`src/rtl/adder_pkg.sv`:
```
// Shared definitions for the bit-serial adder: FSM encodings and width limits.
package adder_pkg;

    typedef enum logic [1:0] {
        IDLE = 2'b00,
        RUN  = 2'b01,
        DONE = 2'b10
    } state_t;

    localparam int MAX_WIDTH = 32;

    // Bit counter must be able to hold WIDTH itself after the final increment.
    function automatic int cnt_width(input int width);
        return $clog2(width) + 1;
    endfunction

endpackage

```
`src/rtl/full_adder.sv`:
```
// Single-bit combinational full-add cell.
module full_adder (
    input  logic a,
    input  logic b,
    input  logic cin,
    output logic sum,
    output logic cout
);

    assign sum  = a ^ b ^ cin;
    assign cout = (a & b) | (a & cin) | (b & cin);

endmodule

```
`src/rtl/serial_adder.sv`:
```
// Bit-serial adder: one full-add cell consumes one operand bit per clock, LSB first,
// producing a registered WIDTH-bit sum and carry-out after WIDTH cycles.
module serial_adder #(
    parameter int WIDTH = 8
) (
    input  logic             clk,
    input  logic             rst,
    input  logic             start,
    input  logic [WIDTH-1:0] a,
    input  logic [WIDTH-1:0] b,
    input  logic             cin,
    output logic             busy,
    output logic             done,
    output logic [WIDTH-1:0] sum,
    output logic             cout
);

    import adder_pkg::*;

    localparam int CNT_W = cnt_width(WIDTH);

    if (WIDTH < 1 || WIDTH > MAX_WIDTH) begin : g_width_check
        $error("serial_adder: WIDTH out of range");
    end

    state_t           state_reg;
    state_t           state_next;
    logic [WIDTH-1:0] a_reg;
    logic [WIDTH-1:0] b_reg;
    logic [WIDTH-1:0] res_reg;
    logic [WIDTH-1:0] res_next;
    logic [WIDTH-1:0] sum_reg;
    logic             carry_reg;
    logic             cout_reg;
    logic [CNT_W-1:0] cnt_reg;
    logic             fa_sum;
    logic             fa_cout;
    logic             last_bit;

    full_adder u_full_adder (
        .a    (a_reg[0]),
        .b    (b_reg[0]),
        .cin  (carry_reg),
        .sum  (fa_sum),
        .cout (fa_cout)
    );

    // New sum bit enters at the MSB so that after WIDTH shifts bit 0 lands at the LSB.
    if (WIDTH == 1) begin : g_res_w1
        assign res_next = fa_sum;
    end else begin : g_res_wn
        assign res_next = {fa_sum, res_reg[WIDTH-1:1]};
    end

    assign last_bit = (cnt_reg == CNT_W'(WIDTH - 1));

    always_ff @(posedge clk or posedge rst) begin
        if (rst) begin
            state_reg <= IDLE;
        end else begin
            state_reg <= state_next;
        end
    end

    always_comb begin
        state_next = state_reg;
        busy       = 1'b0;
        done       = 1'b0;
        case (state_reg)
            IDLE: begin
                if (start) begin
                    state_next = RUN;
                end
            end
            RUN: begin
                busy = 1'b1;
                if (last_bit) begin
                    state_next = DONE;
                end
            end
            DONE: begin
                done       = 1'b1;
                state_next = IDLE;
            end
            default: begin
                state_next = IDLE;
            end
        endcase
    end

    always_ff @(posedge clk or posedge rst) begin
        if (rst) begin
            a_reg     <= '0;
            b_reg     <= '0;
            res_reg   <= '0;
            sum_reg   <= '0;
            carry_reg <= 1'b0;
            cout_reg  <= 1'b0;
            cnt_reg   <= '0;
        end else begin
            case (state_reg)
                IDLE: begin
                    if (start) begin
                        a_reg     <= a;
                        b_reg     <= b;
                        res_reg   <= '0;
                        carry_reg <= cin;
                        cnt_reg   <= '0;
                    end
                end
                RUN: begin
                    a_reg     <= a_reg >> 1;
                    b_reg     <= b_reg >> 1;
                    res_reg   <= res_next;
                    carry_reg <= fa_cout;
                    cnt_reg   <= cnt_reg + 1'b1;
                    // Published outputs only move on the edge that consumes the top bit.
                    if (last_bit) begin
                        sum_reg  <= res_next;
                        cout_reg <= fa_cout;
                    end
                end
                default: begin
                end
            endcase
        end
    end

    assign sum  = sum_reg;
    assign cout = cout_reg;

endmodule

```
`config.mk`:
```
export PLATFORM = sky130hd
export DESIGN_NAME = serial_adder
export DESIGN_NICKNAME = d
export VERILOG_FILES = /design/src/rtl/adder_pkg.sv /design/src/rtl/full_adder.sv /design/src/rtl/serial_adder.sv
export SDC_FILE = /design/constraint.sdc
export NUM_CORES = 1
export LEC_CHECK = 0
export ABC_AREA = 1
export ABC_CLOCK_PERIOD_IN_PS = 1300
export BUFFER_PORTS_ARGS = -buffer_cell sky130_fd_sc_hd__buf_2
export CORE_MARGIN = 4
export CORE_UTILIZATION = 54
export CTS_CLUSTER_SIZE = 20
export DETAILED_ROUTE_END_ITERATION = 6
export GPL_TIMING_DRIVEN = 0
export MAX_ROUTING_LAYER = met4
export PLACE_DENSITY = 0.81
export SYNTH_ARGS = -nofsm -noshare
export SYNTH_HDL_FRONTEND = slang
export SYNTH_SLANG_ARGS = --single-unit
```
`constraint.sdc`:
```
create_clock -name clk -period 1.3 [get_ports clk]
set_input_delay 0 -clock clk [delete_from_list [all_inputs] [get_ports clk]]
set_output_delay 0 -clock clk [all_outputs]
set_load 0.005 [all_outputs]
```
# --- Word level (Yosys, flattened, before mapping) ---
# Index checks and enable logic that the tools add are counted.
totals:
  regBits: 40
  input_bits: 20
  out_inout_bits: 11
  wordCells: 41
op_classes:
  add_sub_neg: 1
  eq_ne: 5
  mux: 15
  n_bitwise: 7
  n_reduce_logical: 5
ops:
  columns: ["operator", "count"]
  rows:
  - ["$pmux W8 S2", 3]
  - ["$mux W8", 3]
  - ["$pmux W4 S2", 1]
  - ["$reduce_and A2 Y1", 3]
  - ["$add A4 B1 Y4 const B", 1]
  - ["$eq A4 B3 Y1 const B", 1]
  - ["$mux W2", 2]
  - ["$mux W4", 1]
  - ["$ne A2 B2 Y1 const B", 2]
  - ["$pmux W2 S2", 1]
  - ["$and A1 B1 Y1", 3]
  - ["$mux W1", 3]
  - ["$eq A2 B1 Y1 const B", 1]
  - ["$eq A2 B2 Y1 const B", 1]
  - ["$logic_not A2 Y1", 1]
  - ["$or A1 B1 Y1", 2]
  - ["$pmux W1 S2", 1]
  - ["$reduce_bool A2 Y1", 1]
  - ["$xor A1 B1 Y1", 2]

# --- Logic depth before layout (Yosys ltp) ---
depth:
  ltp_word: 4
  ltp_mapped: 6

# --- Hierarchy ---
# A second synthesis with hierarchy kept.
unflattened:
  hier_cells: 189
  hier_area_um2: 1701.6
by_module_without_submodules:
  columns: ["mod", "n_inst", "cells_each", "area_per_inst_um2", "seq_area_each_um2"]
  rows:
  - ["serial_adder", 1, 188, 1681.6, 975.9]
  - ["full_adder", 1, 1, 20.0, 0.0]

# --- Worst setup path after synthesis ---
# OpenSTA, ideal clock, no wires.
synth_timing:
  path_kind: "register -> register"
  start: "register carry_reg"
  end: "register sum_reg[7] (netlist: sum[7])"
  setup_time_ns: 0.065
  arrival_time_ns: 1.051
  setup_slack_ns: 0.184
  stages_incl_launch_ff: 4
  path_buffers: 0
  path_cell_list: "dfrtp_1 -> fa_1 -> nand3_1 -> nand2_1"
synth_between:
  elab_chain_len: 1
synth_rtl:
  columns: ["element", "line_no", "text"]
  rows:
  - ["from (decl)", "serial_adder.sv:33", "logic carry_reg;"]
  - ["from (signal assigned)", "serial_adder.sv:107", "carry_reg <= cin;"]
  - ["from (signal assigned)", "serial_adder.sv:115", "carry_reg <= fa_cout;"]
  - ["$xor A1 B1 Y1", "full_adder.sv:10", "assign sum = a ^ b ^ cin;"]
  - ["named net fa_sum", "serial_adder.sv:36", "logic fa_sum;"]
  - ["to (signal assigned)", "serial_adder.sv:119", "sum_reg <= res_next;"]
  - ["to (decl)", "serial_adder.sv:32", "logic [WIDTH-1:0] sum_reg;"]
# The timed path passes the listed nets, and every way through them passes these cells.
# A chain may end at the register's enable or synchronous reset.

# --- Worst setup path after layout ---
layout_timing:
  start: "register state_reg[1]"
  end: "output port busy"
layout_between:
  elab_chain_len: 2
layout_rtl:
  columns: ["element", "line_no", "text"]
  rows:
  - ["from (decl)", "serial_adder.sv:26", "state_t state_reg;"]
  - ["from (signal assigned)", "serial_adder.sv:61", "state_reg <= state_next;"]
  - ["$eq A2 B1 Y1", "serial_adder.sv:69", "case (state_reg)"]
  - ["$mux W1", "serial_adder.sv:69", null]
  - ["to (decl)", "serial_adder.sv:12", "output logic busy,"]
# Every way passes these cells.

==> out/qor.yml <==
numPlacedInstances: 262
io_pins: 31
period_share: 0.935
cts_num_sinks: 39
hold_viol: 0
grt_overflow: 0
via_per_inst: 5.03
fin_nets: 271
cts-buffers-inserted: 5
holdCritPathClass: "primary input to flip-flop"
fp.dieH_um: 64.0
grt_usage: 0.210
synth_top_area_frac: 0.576
setup_viol: 0
synthMuxAreaShare: 0
synth.ff_latch_count: 39
clk_latency_ps: 350
rows: 20
synth_simple_gate_area_frac: 0.302
grt_setup_unrepaired: "yes"
grt_max_degree: 40
cts-root-buf: "clkbuf_4"
layout_setup_ws_ps: 84.2
power_density_nw_per_um2: 2140
fillerInstances: 238
syn_area_sq_um: 1700
yosys_warnings: 0
fin_skew_ps: 6.08
max_slew_margin: 0.481
grt_pass1_wl_um: 6530
synthFlopType: "dfrtp_1"
cp.required_ps: 1300
synth.most_common_cell: "nand2_1"
slowest_stage: "dfrtp_1"
core_area_sq_um: 3030
status: "finished clean"
arrival_ps: 1220
cts_tree: "yes"
synth_top_family_by_area: "simple AND/OR/NAND/NOR gates"
diodes: 0
slew_violations: 0
critical_path_class: "flip-flop to output pin"
ir_worst_vdd_mv: 1.04
syn_inst: 188
synth_cell_type_count: 19
grt_pass1_vias: 1436
path_clk_slew_ps: 110
synth_edf_count: 0
yosys-top-cells-area: "dfrtp_1 58%, nand3_1 14%, nand2_1 13%"
ant_nets: 0
drt_first_pass_iters: 4
drt_iter0_markers: 102
cts_buffer_depth: 2
antenna_found_initial: 0
final-instance-count-excl-fill: 294
critPathTopFamily: "buffers and inverters"
cap_violations: 0
drt-wirelength-per-cell_um: 12.8
synth_compound_area_frac: 0.0347
synthXorXnorAreaFrac: 0
place_hpwl_um: 2320
clock.fmax_mhz: 822
synth_common_cells: "60 x nand2_1, 47 x nand3_1, 39 x dfrtp_1, 9 x inv_1"
drc_errors: 0
async_flop_share: 1.00
port_buffers: 30
drt-total-wl_um: 3760
pre_cts_ws_ps: 14.6
ff2ff_setup_slack_ps: 100
start_util: 0.560
fin_crit_ps: 1220
yosys.area.top_type: "dfrtp_1"
synthesis.nets: 210
p_leak_uw: 0.00116
worstMarginPinSlew_ps: 777
synth-seq-area-share: 0.576
worstPathCellList: "inv_2 > nand2_4 > inv_4 > buf_6 > buf_2"
critical_path.startpoint_type: "flip-flop"
layout-drive-gt1-share: 0.248
area_growth_pct: 31.7
gp_congestion: 0.748
crit_buf_inv: 4
htree_levels: 2
die_area_sq_um: 4100
cp_max_fo: 10
die_w_um: 64.0
slowest_delay_ps: 390
crit_path_end_kind: "output pin"
synth_fa_ha_area_frac: 0.0192
postSynthAreaPerCell_sq_um: 9.02
num_vias: 1479
==> cell families (layout without fill, tap and decap cells) <==
family	count (synthesis)	in the layout
AO/OA/AOI/OAI	10	10
adder cells (fa/ha/maj)	2	2
buffers and inverters	21	82
flip-flops	39	39
AND/OR/NAND/NOR	116	117
==> worst reg2reg max path: stages, from the launching register on <==
cell and delay, ps:
dfrtp_1 420, ha_1 220, nand2_1 140, nor2_4 60, buf_6 140, nand3_1 80, nand2_1 50
==> path summary, 6_finish.rpt <==
path,end,cells past startpoint,startpoint
worst max-delay path,busy,5,state_reg[1]
worst min-delay path,cnt_reg[2],4,start
worst max register to register,cout,6,cnt_reg[0]
worst min register to register,cout,2,cout
max in group asynchronous,res_reg[5],3,rst
min in group asynchronous,sum[0],3,rst
==> report_power, final <==
part	internal [uW]	switching, uW	total, uW
sequential	1720	297	2020
combinational	855	1050	1900
clock	454	405	859
==> cell type report <==
cell class	count	area [sq um]	share of cell area
inverter	11	43.8	0.0196
tap	44	55.1	0.0246
multi-input combinational	129	622	0.278
buffer	10	82.6	0.0370
clock inverter	2	35.0	0.0157
clock buffer	6	51.3	0.0230
timing repair buffer	53	368	0.165
sequential	39	976	0.437
==> per-stage QoR <==
stage | total power [uW] | cell area (sq um) | hold slack [ps] | TNS, ps | util
after floorplan | 3210 | 1700 | 110 | 0 | -
after global placement | 3660 | 1900 | 194 | -3320 | 0.628
after detailed placement | 3720 | 1900 | 187 | 0 | 0.628
after CTS | 4630 | 2170 | 11.6 | 0 | 0.718
after global routing | 5180 | 2230 | 40.9 | -6.55 | 0.738
final | 4780 | 2230 | 18.3 | 0 | 0.738
==> timing repair <==
action,in CTS,in global routing
gates cloned,0,1
hold endpoints to repair,56,0
hold buffers,18,0
resized for setup,0,7
buffers inserted,1,4
setup endpoints to repair,1,12
pin swaps,0,1
==> per-layer routing <==
layer  vias to the layer above  GRT usage  wire (um)
li1                        745          -          -
met1                       693      0.271       1730
met2                        36      0.326       1810
met3                         5     0.0598        187
met4                         0     0.0566         31
met5                         -          -          0
==> cells in the final DEF, fill, tap and decap left out <==
cell type       n
nor2_1          3
dlygate4sd3_1  18
inv_1           8
ha_1            1
o21ai_1         1
clkbuf_8        1
buf_2          33
o21ai_0         2
o21bai_1        1
inv_4           1
clkbuf_4        5
nand2_2         3
nor2_4          2
buf_6           4
a21oi_1         1
nand2_1        60
nand4_1         1
fa_1            1
nand2_4         1
buf_4           8
dfrtp_1        39
o22ai_1         5
nand3_1        47
clkinv_2        1
bufinv_16       1
inv_2           2
Note: power is estimated with default switching activity, not from simulation.
